`config.mk`:
```
export PLATFORM = sky130hd
export DESIGN_NAME = busca_instrucao
export DESIGN_NICKNAME = d
export VERILOG_FILES = /design/src/rtl/busca_instrucao_pkg.sv /design/src/rtl/busca_instrucao_calc_prox_pc.sv /design/src/rtl/busca_instrucao.sv
export SDC_FILE = /design/constraint.sdc
export NUM_CORES = 1
export LEC_CHECK = 0
export BUFFER_PORTS_ARGS = -buffer_cell sky130_fd_sc_hd__buf_2
export CORE_MARGIN = 2
export CORE_UTILIZATION = 51
export DETAILED_ROUTE_END_ITERATION = 8
export MAX_ROUTING_LAYER = met4
export PLACE_DENSITY_LB_ADDON = 0.1
export SKIP_LAST_GASP = 1
export SLEW_MARGIN = 10
export SYNTH_ARGS = -nofsm -noshare
export SYNTH_HDL_FRONTEND = slang
export SYNTH_SLANG_ARGS = --single-unit
```
`constraint.sdc`:
```
create_clock -name clock -period 3.1 [get_ports clock]
set_clock_uncertainty 0.1 [all_clocks]
set_input_delay 0.31 -clock clock [delete_from_list [all_inputs] [get_ports clock]]
set_output_delay 0.31 -clock clock [all_outputs]
set_load 0.01 [all_outputs]
```
`src/rtl/busca_instrucao_pkg.sv`:
```
// -----------------------------------------------------------------------------
// busca_instrucao_pkg
//   Shared nRISC definitions used by the fetch/PC stage and its next-PC helper:
//   opcode constants, fetch-sequencer state encodings and instruction field
//   geometry.
//
//   Contents
//     OPCODE_W, IMM5_W, STATE_W   field and state widths
//     state_t                     3-bit sequencer state type
//     ST_IDLE .. ST_HALT          sequencer state encodings
//     OP_BNE .. OP_HALT           3-bit opcode constants (instr[MSB -: 3])
// -----------------------------------------------------------------------------
package busca_instrucao_pkg;

  localparam int OPCODE_W = 3;
  localparam int IMM5_W   = 5;
  localparam int STATE_W  = 3;

  typedef logic [STATE_W-1:0] state_t;

  // Sequencer states. Encodings are fixed so that existing tooling that
  // decodes the raw state value keeps working.
  localparam logic [2:0] ST_IDLE   = 3'b000;
  localparam logic [2:0] ST_FETCH  = 3'b001;
  localparam logic [2:0] ST_DECODE = 3'b010;
  localparam logic [2:0] ST_EXEC   = 3'b011;
  localparam logic [2:0] ST_HALT   = 3'b100;

  // Opcodes, shared with the registered control unit.
  localparam logic [OPCODE_W-1:0] OP_BNE  = 3'b000;
  localparam logic [OPCODE_W-1:0] OP_LW   = 3'b001;
  localparam logic [OPCODE_W-1:0] OP_SW   = 3'b010;
  localparam logic [OPCODE_W-1:0] OP_ADDI = 3'b011;
  localparam logic [OPCODE_W-1:0] OP_ADD  = 3'b100;
  localparam logic [OPCODE_W-1:0] OP_SUB  = 3'b101;
  localparam logic [OPCODE_W-1:0] OP_JUMP = 3'b110;
  localparam logic [OPCODE_W-1:0] OP_HALT = 3'b111;

endpackage

```
`src/rtl/busca_instrucao_calc_prox_pc.sv`:
```
// -----------------------------------------------------------------------------
// busca_instrucao_calc_prox_pc
//   Purely combinational next-PC selection for the nRISC fetch stage. Also
//   instantiated stand-alone by the datapath bench, so it carries no state
//   and knows nothing about halting (the caller handles PCEsc).
//
//   Ports
//     pc        in  ADDR_W  current program counter
//     imm5      in  5       immediate field of the executing instruction
//     jump      in  1       page jump requested by control
//     branch_ne in  1       bne in execution
//     zero      in  1       ALU result == 0
//     next_pc   out ADDR_W  selected next program counter
//
//   Selection priority: jump, then taken bne (branch_ne & ~zero), then pc+1.
//   All arithmetic is ADDR_W-bit modulo; wrap in either direction is silent.
// -----------------------------------------------------------------------------
module busca_instrucao_calc_prox_pc
  import busca_instrucao_pkg::*;
#(
  parameter int ADDR_W = 8
) (
  input  logic [ADDR_W-1:0] pc,
  input  logic [IMM5_W-1:0] imm5,
  input  logic              jump,
  input  logic              branch_ne,
  input  logic              zero,
  output logic [ADDR_W-1:0] next_pc
);

  function automatic logic signed [ADDR_W-1:0] sext_imm5(input logic [IMM5_W-1:0] v);
    return signed'({{(ADDR_W-IMM5_W){v[IMM5_W-1]}}, v});
  endfunction

  logic        [ADDR_W-1:0] pc1;
  logic signed [ADDR_W-1:0] offset;
  logic        [ADDR_W-1:0] pc_jump;
  logic        [ADDR_W-1:0] pc_branch;

  assign pc1    = pc + {{(ADDR_W-1){1'b0}}, 1'b1};
  assign offset = sext_imm5(imm5);

  // Page jump keeps the page of pc+1, not of pc, so a jump sitting in the
  // last word of a page lands in the following page.
  assign pc_jump   = {pc1[ADDR_W-1:IMM5_W], imm5};
  assign pc_branch = pc1 + $unsigned(offset);

  always_comb begin
    next_pc = pc1;
    if (jump) begin
      next_pc = pc_jump;
    end else if (branch_ne && !zero) begin
      next_pc = pc_branch;
    end
  end

endmodule

```
`src/rtl/busca_instrucao.sv`:
```
// -----------------------------------------------------------------------------
// busca_instrucao
//   nRISC instruction fetch / PC stage, directly upstream of the registered
//   control unit. Because control outputs arrive one cycle after it samples
//   the opcode, each instruction takes three phases: FETCH loads IR, DECODE
//   lets control sample the opcode, EXEC applies control's next-PC decision.
//
//   Ports
//     clock      in  1        single clock, all state on posedge
//     reset      in  1        synchronous, active-low
//     start      in  1        leave IDLE and begin fetching at PC=0
//     imem_addr  out ADDR_W   instruction memory address (= pc)
//     imem_data  in  INSTR_W  instruction memory read data (async read)
//     PCEsc      in  1        from control: 0 = halt
//     BranchNE   in  1        from control: bne in execution
//     Jump       in  1        from control: jump in execution
//     zero       in  1        ALU result == 0, meaningful in EXEC
//     pc         out ADDR_W   current PC
//     ir         out INSTR_W  instruction register
//     opcode     out 3        ir[INSTR_W-1 -: 3], to control
//     imm5       out 5        ir[4:0], to datapath
//     exec_en    out 1        high only in EXEC; gates regfile/memory writes
//     halted     out 1        high in HALT
// -----------------------------------------------------------------------------
module busca_instrucao
  import busca_instrucao_pkg::*;
#(
  parameter int ADDR_W  = 8,
  parameter int INSTR_W = 8
) (
  input  logic                clock,
  input  logic                reset,
  input  logic                start,
  output logic [ADDR_W-1:0]   imem_addr,
  input  logic [INSTR_W-1:0]  imem_data,
  input  logic                PCEsc,
  input  logic                BranchNE,
  input  logic                Jump,
  input  logic                zero,
  output logic [ADDR_W-1:0]   pc,
  output logic [INSTR_W-1:0]  ir,
  output logic [OPCODE_W-1:0] opcode,
  output logic [IMM5_W-1:0]   imm5,
  output logic                exec_en,
  output logic                halted
);

  state_t              state_q;
  logic [ADDR_W-1:0]   pc_q;
  logic [INSTR_W-1:0]  ir_q;
  logic [ADDR_W-1:0]   next_pc;

  busca_instrucao_calc_prox_pc #(
    .ADDR_W (ADDR_W)
  ) u_calc_prox_pc (
    .pc        (pc_q),
    .imm5      (ir_q[IMM5_W-1:0]),
    .jump      (Jump),
    .branch_ne (BranchNE),
    .zero      (zero),
    .next_pc   (next_pc)
  );

  // Sequencer, PC and IR. Reset clears everything, including an in-flight
  // instruction, so exec_en is guaranteed low right after a reset edge.
  always_ff @(posedge clock) begin
    if (!reset) begin
      state_q <= ST_IDLE;
      pc_q    <= '0;
      ir_q    <= '0;
    end else begin
      case (state_q)
        ST_IDLE: begin
          if (start) begin
            state_q <= ST_FETCH;
          end
        end
        ST_FETCH: begin
          ir_q    <= imem_data;
          state_q <= ST_DECODE;
        end
        ST_DECODE: begin
          state_q <= ST_EXEC;
        end
        ST_EXEC: begin
          if (!PCEsc) begin
            state_q <= ST_HALT;
          end else begin
            pc_q    <= next_pc;
            state_q <= ST_FETCH;
          end
        end
        ST_HALT: begin
          state_q <= ST_HALT;
        end
        default: begin
          state_q <= ST_IDLE;
        end
      endcase
    end
  end

  // Output decode
  assign imem_addr = pc_q;
  assign pc        = pc_q;
  assign ir        = ir_q;
  assign opcode    = ir_q[INSTR_W-1 -: OPCODE_W];
  assign imm5      = ir_q[IMM5_W-1:0];
  assign exec_en   = (state_q == ST_EXEC);
  assign halted    = (state_q == ST_HALT);

endmodule

```
# --- After elaboration in Yosys (flattened, before gate mapping) ---
# Index checks and enable logic that the tools add are counted.
op_classes:
  muxes: 5
  order_cmp: 0
  bitwise: 0
  div_mod_pow: 0
  eq_ne: 5
  multipliers: 0
  shift: 0
  add_sub_neg: 2
  n_reduce_logical: 4
ops:
  columns: ["operator", "count"]
  rows:
  - ["8-bit 2-to-1 mux", 2]
  - ["3-bit case mux with 5 select lines", 1]
  - ["8-bit by 1-bit adder with 8-bit output, second input constant", 1]
  - ["8-bit adder", 1]
  - ["3-bit by 2-bit equality test with 1-bit output, second input constant", 2]
  - ["3-bit 2-to-1 mux", 2]
  - ["3-bit by 1-bit equality test with 1-bit output, second input constant", 1]
  - ["3-bit equality test, second input constant", 1]
  - ["3-bit logical NOT", 1]
  - ["2-bit inequality test, second input constant", 1]
  - ["2-bit AND reduction", 1]
  - ["1-bit logical AND", 1]
  - ["1-bit logical NOT", 1]
totals:
  out_inout_bits: 34
  ram_bits: 0
  regBits: 19
  inputBits: 15
  latchBits: 0
  elab_cells: 19
  rom_bits: 0
  n_memories: 0

# --- Logic depth before layout (Yosys ltp) ---
# Gate-level depths: netlist (run 1).
depth:
  depth_word: 4
  depth_mapped: 10
  mapped_depth_nobuf: 10

# --- Cells and area by module ---
# From an unflattened synthesis (run 1), not the netlist that was laid out.
unflattened:
  hier_cells: 180
  area_unflattened_um2: 1514.0
modules_own_cells:
  columns: ["mod", "seq_area_each_um2", "cells_per_inst", "area_each_um2", "instances"]
  rows:
  - ["busca_instrucao", 380.4, 101, 903.4, 1]
  - ["busca_instrucao_calc_prox_pc", 0.0, 79, 610.6, 1]

# --- Worst setup path before layout (run 1) ---
# No wires, ideal clock.
synth_timing:
  path_kind: "register to register"
  startpoint: "register pc_q[0] (netlist: imem_addr[0])"
  endpoint: "register pc_q[7] (netlist: imem_addr[7])"
  stages_incl_launch_ff: 10
  t_arrival_ns: 2.205
  required_time_ns: 2.934
  n_path_buf: 0
  synth_period_minus_slack_ns: 2.371
  setup_ns: 0.066
  setup_slack_ns: 0.729
  path_cell_list: "dfxtp_1 ha_1 xor2_1 ha_1 o21ai_0 nor2_1 o41a_1 o21bai_1 a31o_1 a21boi_2"
synth_via:
  elab_chain_cells: 4
synth_rtl:
  columns: ["item", "line", "text"]
  rows:
  - ["from (decl)", "busca_instrucao.sv:49", "logic [ADDR_W-1:0] pc_q;"]
  - ["from (signal assigned)", "busca_instrucao.sv:89", "pc_q <= next_pc;"]
  - ["8-bit by 1-bit adder with 8-bit output *", "busca_instrucao_calc_prox_pc.sv:40", "assign pc1 = pc + {{(ADDR_W-1){1'b0}}, 1'b1};"]
  - ["8-bit adder", "busca_instrucao_calc_prox_pc.sv:46", "assign pc_branch = pc1 + $unsigned(offset);"]
  - ["8-bit 2-to-1 mux", "busca_instrucao_calc_prox_pc.sv:52", "end else if (branch_ne && !zero) begin"]
  - ["8-bit 2-to-1 mux *", "busca_instrucao_calc_prox_pc.sv:50", "if (jump) begin"]
# Mark *: on every way between the ends. The rest lies on a longest branch, timed or not.
# A chain may end at the register's enable or synchronous reset.

# --- Final worst setup path (run 1) ---
# Ends and elaborated chain as after synthesis.

==> results of run 1 <==
[final timing paths]
kind                   to  depth (start not counted)
max reg2reg  imem_addr[7]                          9
max          imem_addr[7]                          9
min                 ir[4]                          3
min reg2reg  imem_addr[7]                          2
[sequential cells by signal, summed over array words and instances, names as in the netlist]
name       count
ir             8
imem_addr      8
state_q        3
[stage by stage]
stage | util | worst slack [ns] | power, mW | instance area (sq um) | std cells
finish | 0.594 | 0.507 | 0.532 | 1650 | 234
global route | 0.594 | 0.315 | 0.568 | 1650 | 234
CTS | 0.594 | 0.499 | 0.541 | 1650 | 234
detailed placement | 0.584 | 0.536 | 0.421 | 1620 | 230
global placement | 0.584 | 0.667 | 0.415 | 1620 | 230
floorplan | - | 0.729 | 0.388 | 1510 | 172
[critical path, stage by stage, from the launching register on]
cell      delay (ns)
dfxtp_1         0.53
ha_1            0.27
xor2_1          0.20
ha_1            0.31
o21ai_0         0.18
nor2_1          0.09
o41a_1          0.35
o21bai_1        0.19
a31o_1          0.20
a21boi_2        0.12
[layout make-up]
class	count	area share
clock inverters	1	0.00303
inverters	3	0.00682
clock buffers	3	0.0136
multi-input cells	128	0.573
well taps	31	0.0235
flip-flops and latches	19	0.230
repair buffers	49	0.150
[synth_stat cells, types with 3 or more instances]
| cell type | number | area [sq um] |
|---|---|---|
| dfxtp_1 | 19 | 380 |
| buf_4 | 17 | 128 |
| nor2_1 | 12 | 45.0 |
| mux2i_1 | 11 | 110 |
| nor2b_1 | 10 | 62.6 |
| ha_1 | 9 | 113 |
| a21oi_1 | 8 | 40.0 |
| o21ai_0 | 7 | 35.0 |
| nand2_1 | 6 | 22.5 |
| nand3_1 | 6 | 30.0 |
| xnor2_1 | 5 | 43.8 |
| nand2b_1 | 4 | 25.0 |
| xor2_1 | 4 | 35.0 |
| a211oi_1 | 3 | 22.5 |
| a21o_1 | 3 | 22.5 |
| and3_1 | 3 | 18.8 |
| inv_1 | 3 | 11.3 |
| nand4_1 | 3 | 18.8 |
| o211ai_1 | 3 | 22.5 |
| o21a_1 | 3 | 22.5 |
| o31ai_1 | 3 | 22.5 |
[power breakdown]
| part | internal [mW] | switching [mW] | total (mW) |
|---|---|---|---|
| clock network | 0.0479 | 0.0711 | 0.119 |
| logic | 0.0638 | 0.0697 | 0.133 |
| registers | 0.259 | 0.0213 | 0.280 |
[cells by family after synthesis]
| family | synth area share |
|---|---|
| AO/OA/AOI/OAI | 0.177 |
| flip-flops | 0.252 |
| AND/OR/NAND/NOR | 0.238 |
| XOR/XNOR | 0.0523 |
| adder cells (fa/ha/maj) | 0.0880 |
| multiplexers | 0.0731 |
| buffers and inverters | 0.120 |
[layer usage]
layer  wire length, um  up-vias  part of all wire
met4                10        0            0.0032
met5                 0        -                 0
met3               170        2             0.055
met1              1360      613              0.44
met2              1570       38              0.50
li1                  -      661                 -
==> qor.csv, run 1 <==
stage;metric;value;unit
clock_network;clock latency on the worst-skew pair;0.29;ns
placement;port bufs;48;
route;Remaining DRCs;0;
worst_hold_path;worst min-delay path class;primary input to flip-flop;
critical_path;Setup crit start kind;flip-flop;
yosys;ys async rst share;0;
floorplanning;Rows;19;
layout;share of cells above drive strength 1;0.305;
layout;Register Area;380;sq um
clock_network;largest buffer count on any clock path;2;
global_routing;vias in the first global route;1234;
layout;commonest non-fill, non-tap cell in the layout;buf_2;
yosys;YS warnings;0;
run_status;outcome;complete, no violations;
route;post-route ant nets;0;
clock_network;CTS tree;done;
yosys;ys flop type;dfxtp_1;
layout;Layout Nets;229;
job;Max Cap Viol;0;
placement;GPL Wtd Cong;0.829;
layout;area of the multi-input gates;946;sq um
layout;Area Growth Syn to Fin;9.63;%
layout;diode count;0;
clock_network;postcts setup bufs;0;
timing;relative slew slack;0.725;
timing;Hold Slack;0.163;ns
global_routing;largest net degree at the start of global routing;21;
floorplanning;DIE WIDTH;58.4;um
floorplanning;Core Area;2780;sq um
yosys;Mapped Nets;197;
yosys;post-synthesis register bit count;19;
clock_network;H-tree depth;1;
timing;Final period util;0.836;
yosys;Post-Syn Area per Cell;8.76;sq um
clock_network;clk slew on worst S/H paths;0.10;ns
timing;Setup TNS;0;ns
route;DRT iter0 DRCs;24;
clock_network;Sink Count;19;
yosys;cell count after synthesis;172;
yosys;Cell Area, Synth;1510;sq um
route;vias per cell;5.62;
placement;dpl hpwl;2.42;mm
power_and_ir_drop;Power Density;322;nW/um^2
power_and_ir_drop;LEAKAGE;0.834;nW
timing;maximum achievable frequency;386;MHz
yosys;Netlist cell types;46;
critical_path;WP data required;3.23;ns
clock_network;Post-CTS Hold Fix Bufs;0;
floorplanning;initial core utilization;0.542;
timing;RSZ-0062 raised after global routing;no;
route;First-pass DRT Iterations;4;
timing;Hold Vio Cnt, Final;0;
global_routing;GRT met2 Usage;0.355;
critical_path;R2R setup slack;0.51;ns
route;DR vias;1314;
critical_path;critical path class;flip-flop to flip-flop;
clock_network;Post-CTS Resized;0;
global_routing;GRT met1 Usage;0.221;
timing;slew at the pin closest to its max-slew limit;0.412;ns
power_and_ir_drop;VDD IR max;0.397;mV
global_routing;initial antenna violation count;0;
critical_path;Reg2Reg Launch Point;imem_addr[0];
yosys;number of synthesized flops with an enable pin;0;
critical_path;endpoint type of the worst setup path;flip-flop;
yosys;post-synthesis sequential area ratio;0.252;
global_routing;first-pass GRT wire length;5.20;mm
critical_path;Critical Path AT;2.73;ns
critical_path;Setup crit start;imem_addr[0];
clock_network;clock tree root driver cell;clkbuf_4;
global_routing;met3 usage;0.0484;
route;drt wl/cell;13.3;um
timing;final slew viol count;0;
clock_network;cts bufs inserted;3;
timing;final critical-path required period;2.59;ns
floorplanning;die area;3400;sq um
layout;commonest cells after routing, fill and taps aside;48 x buf_2, 19 x dfxtp_1, 12 x nor2_1;
floorplanning;I/O pin total;49;
floorplanning;die height;58.4;um
worst_hold_path;hold_sp;imem_data[4];
global_routing;busiest grt layer;met2;
global_routing;gr ovfl total;0;
critical_path;crit path max fanout;10;
route;drt total wl;3.10;mm
global_routing;GRT Overall Usage;0.198;
timing;final setup violation count;0;
layout;Layout fillers;285;
Note: power is estimated with default switching activity, not from simulation.
==> inputs of run 2 (changes only) <==
--- a/config.mk
+++ b/config.mk
@@ -5,9 +5,10 @@
 export SDC_FILE = /design/constraint.sdc
 export NUM_CORES = 1
 export LEC_CHECK = 0
+export ABC_AREA = 1
 export BUFFER_PORTS_ARGS = -buffer_cell sky130_fd_sc_hd__buf_2
 export CORE_MARGIN = 2
-export CORE_UTILIZATION = 51
+export CORE_UTILIZATION = 45
 export DETAILED_ROUTE_END_ITERATION = 8
 export MAX_ROUTING_LAYER = met4
 export PLACE_DENSITY_LB_ADDON = 0.1
==> constraint.sdc (replaced) <==
create_clock -name clock -period 2.2 [get_ports clock]
set_clock_uncertainty 0.1 [all_clocks]
set_input_delay 0.22 -clock clock [delete_from_list [all_inputs] [get_ports clock]]
set_output_delay 0.22 -clock clock [all_outputs]
set_load 0.01 [all_outputs]
==> run 2 against run 1 <==
Against the previous run:
- the flow now finishes with violations (setup timing)
- final area up 10%
- fmax up 14%
- power is 57% higher
- clock-buffer cell count stayed put
- worst setup slack got worse by 0.57 ns
- synthesized cell count grew 15%
- critical path depth up 9
- clock power is 47% higher
- non-clock buffer count up 11
- sequential share of layout area down 1.7 points
- highest routed layer unchanged
==> qor.csv, run 2 <==
stage;metric;value;unit
yosys;ys async rst share;0;
route;DR vias;1387;
route;DRT iter0 DRCs;55;
critical_path;endpoint type of the worst setup path;flip-flop;
global_routing;first-pass GRT wire length;5.31;mm
worst_hold_path;worst min-delay path class;primary input to flip-flop;
placement;Placed Area;1660;sq um
yosys;Cell Area, Synth;1400;sq um
critical_path;max incr delay on CP;0.37;ns
floorplanning;initial core utilization;0.465;
yosys;YS warnings;0;
placement;port bufs;48;
layout;Design Area, Final;1820;sq um
yosys;count leader, synth;nand2_1;
layout;Layout Nets;269;
global_routing;largest net degree at the start of global routing;18;
layout;commonest cells after routing, fill and taps aside;48 x buf_2, 26 x inv_1, 22 x nand2_1, 22 x a21oi_1, 20 x o21ai_0;
critical_path;crit path max fanout;3;
critical_path;crit path max-delay cell type;dfxtp_4;
global_routing;GRT Overall Usage;0.201;
power_and_ir_drop;LEAKAGE;0.935;nW
yosys;ys flop type;dfxtp_1;
floorplanning;Rows;20;
clock_network;CTS tree;done;
critical_path;Setup crit start kind;flip-flop;
timing;Hold Vio Cnt, Final;0;
global_routing;vias in the first global route;1261;
clock_network;clk slew on worst S/H paths;0.11;ns
critical_path;critical path class;flip-flop to flip-flop;
power_and_ir_drop;overall power;833;uW
timing;Setup TNS;-0.102;ns
yosys;Post-Syn Area per Cell;7.06;sq um
run_status;failing checks;setup timing;
route;Remaining DRCs;0;
run_status;outcome;complete, but fails checks;
yosys;Synth top cells by count;29 x nand2_1, 28 x inv_1, 27 x a21oi_1;
timing;final critical-path required period;2.27;ns
route;drt total wl;3.34;mm
critical_path;Buf+Inv Stages, Crit Path;3;
job;Max Cap Viol;0;
route;drt wl/cell;12.1;um
yosys;Synth area leaders;dfxtp_1 27%, a21oi_1 9.7%, buf_4 8.6%, ha_1 8.1%, nand2_1 7.8%;
route;First-pass DRT Iterations;4;
timing;final setup violation count;2;
timing;final worst slack;-0.0669;ns
floorplanning;Core Area;3000;sq um
placement;setup slack at placement;-0.124;ns
clock_network;clock tree root driver cell;clkbuf_4;
clock_network;Post-CTS Hold Fix Bufs;0;
clock_network;postcts setup bufs;0;
layout;diode count;0;
floorplanning;die area;3570;sq um
global_routing;gr ovfl total;0;
clock_network;cts bufs inserted;3;
timing;Final period util;1.03;
layout;final core utilization;0.606;
clock_network;Sink Count;19;
clock_network;H-tree depth;1;
route;post-route ant nets;0;
timing;relative slew slack;0.636;
critical_path;crit-path cells;ha_4, nand2_4, nor2_4, and3_4, xor2_2, inv_2, ha_4, nand2_4, inv_2, a21oi_2, nand2_1, nand2_1, nand3_1, nand2_1, nand3_1, nand2_1, inv_1, nor2_1;
timing;RSZ-0062 raised after global routing;yes;
layout;Area Growth Syn to Fin;30.3;%
critical_path;Critical Path AT;2.42;ns
timing;maximum achievable frequency;441;MHz
clock_network;clock latency on the worst-skew pair;0.30;ns
power_and_ir_drop;Power Density;458;nW/um^2
route;vias per cell;5.03;
timing;slew at the pin closest to its max-slew limit;0.544;ns
timing;final slew viol count;0;
floorplanning;I/O pin total;49;
yosys;number of synthesized flops with an enable pin;0;
floorplanning;DIE WIDTH;59.7;um
yosys;Mapped Nets;223;
floorplanning;die height;59.7;um
yosys;cell count after synthesis;198;
yosys;share of the synthesized area in the top cell type;0.272;
power_and_ir_drop;VDD IR max;0.444;mV
yosys;cell taking the most area after synthesis;dfxtp_1;
yosys;post-synthesis sequential area ratio;0.272;
placement;GPL Wtd Cong;0.782;
layout;share of cells above drive strength 1;0.416;
yosys;post-synthesis register bit count;19;
clock_network;largest buffer count on any clock path;2;
critical_path;WP data required;2.35;ns
layout;commonest non-fill, non-tap cell in the layout;buf_2;
critical_path;top cell family by delay on the critical path;simple AND/OR/NAND/NOR gates;
global_routing;initial antenna violation count;0;
critical_path;crit-path most repeated cell;nand2_1;
yosys;Netlist cell types;31;
placement;dpl hpwl;2.67;mm
==> run 2: worst min-delay path: stages <==
cell and delay [ns]:
buf_2 0.07, o21ai_0 0.07, a21oi_1 0.10
==> run 2: power by group <==
part | total (mW) | internal (mW) | switching, mW
clock | 0.175 | 0.0677 | 0.107
combinational | 0.252 | 0.112 | 0.139
sequential | 0.407 | 0.369 | 0.0381
total | 0.833 | 0.549 | 0.284
==> run 2: worst paths after layout <==
check                      end          from  slack, ns  cells after the start
setup / recovery  imem_addr[7]  imem_addr[0]      -0.07                     18
hold / removal           ir[7]  imem_data[7]       0.09                      3
setup reg to reg  imem_addr[7]  imem_addr[0]      -0.07                     18
hold reg to reg          ir[7]         ir[7]       0.36                      2
==> run 2: routing by layer <==
layer	up-vias	share of wire	global-route usage
met2	34	0.51	0.352
li1	728	-	-
met5	-	0	-
met1	621	0.44	0.237
met3	4	0.039	0.0281
met4	0	0.0087	0.0603
==> run 2: repair_timing <==
action	CTS	global route
resized for setup	1	25
endpoints found under the setup margin	3	5
pin swaps	3	14
==> run 2: area by class of cell <==
cell class,count,area [sq um]
fillers,278,1180
multi-input cells,130,916
flip-flops and latches,19,388
repair buffers,60,330
inverters,30,118
well taps,33,41.3
clock buffers,3,22.5
clock inverters,1,5.00
==> run 2: cells by family (layout without fill, tap and decap cells) <==
kind of cell    Yosys count  after routing  synth area share
flops                    19             19             0.272
fa+ha+maj                10             10            0.0949
compound gates           50             50             0.184
simple gates             65             65             0.230
buf+inv                  49             94             0.187
xor+xnor                  5              5            0.0313
==> run 2: stage by stage <==
| stage | instances | hold WS [ns] |
|---|---|---|
| 2_1_floorplan | 198 | 0.248 |
| 3_3_place_gp | 272 | 0.339 |
| 3_5_place_dp | 272 | 0.353 |
| 4_1_cts | 276 | 0.0876 |
| 5_1_grt | 276 | 0.0974 |
| 6_report | 276 | 0.0917 |
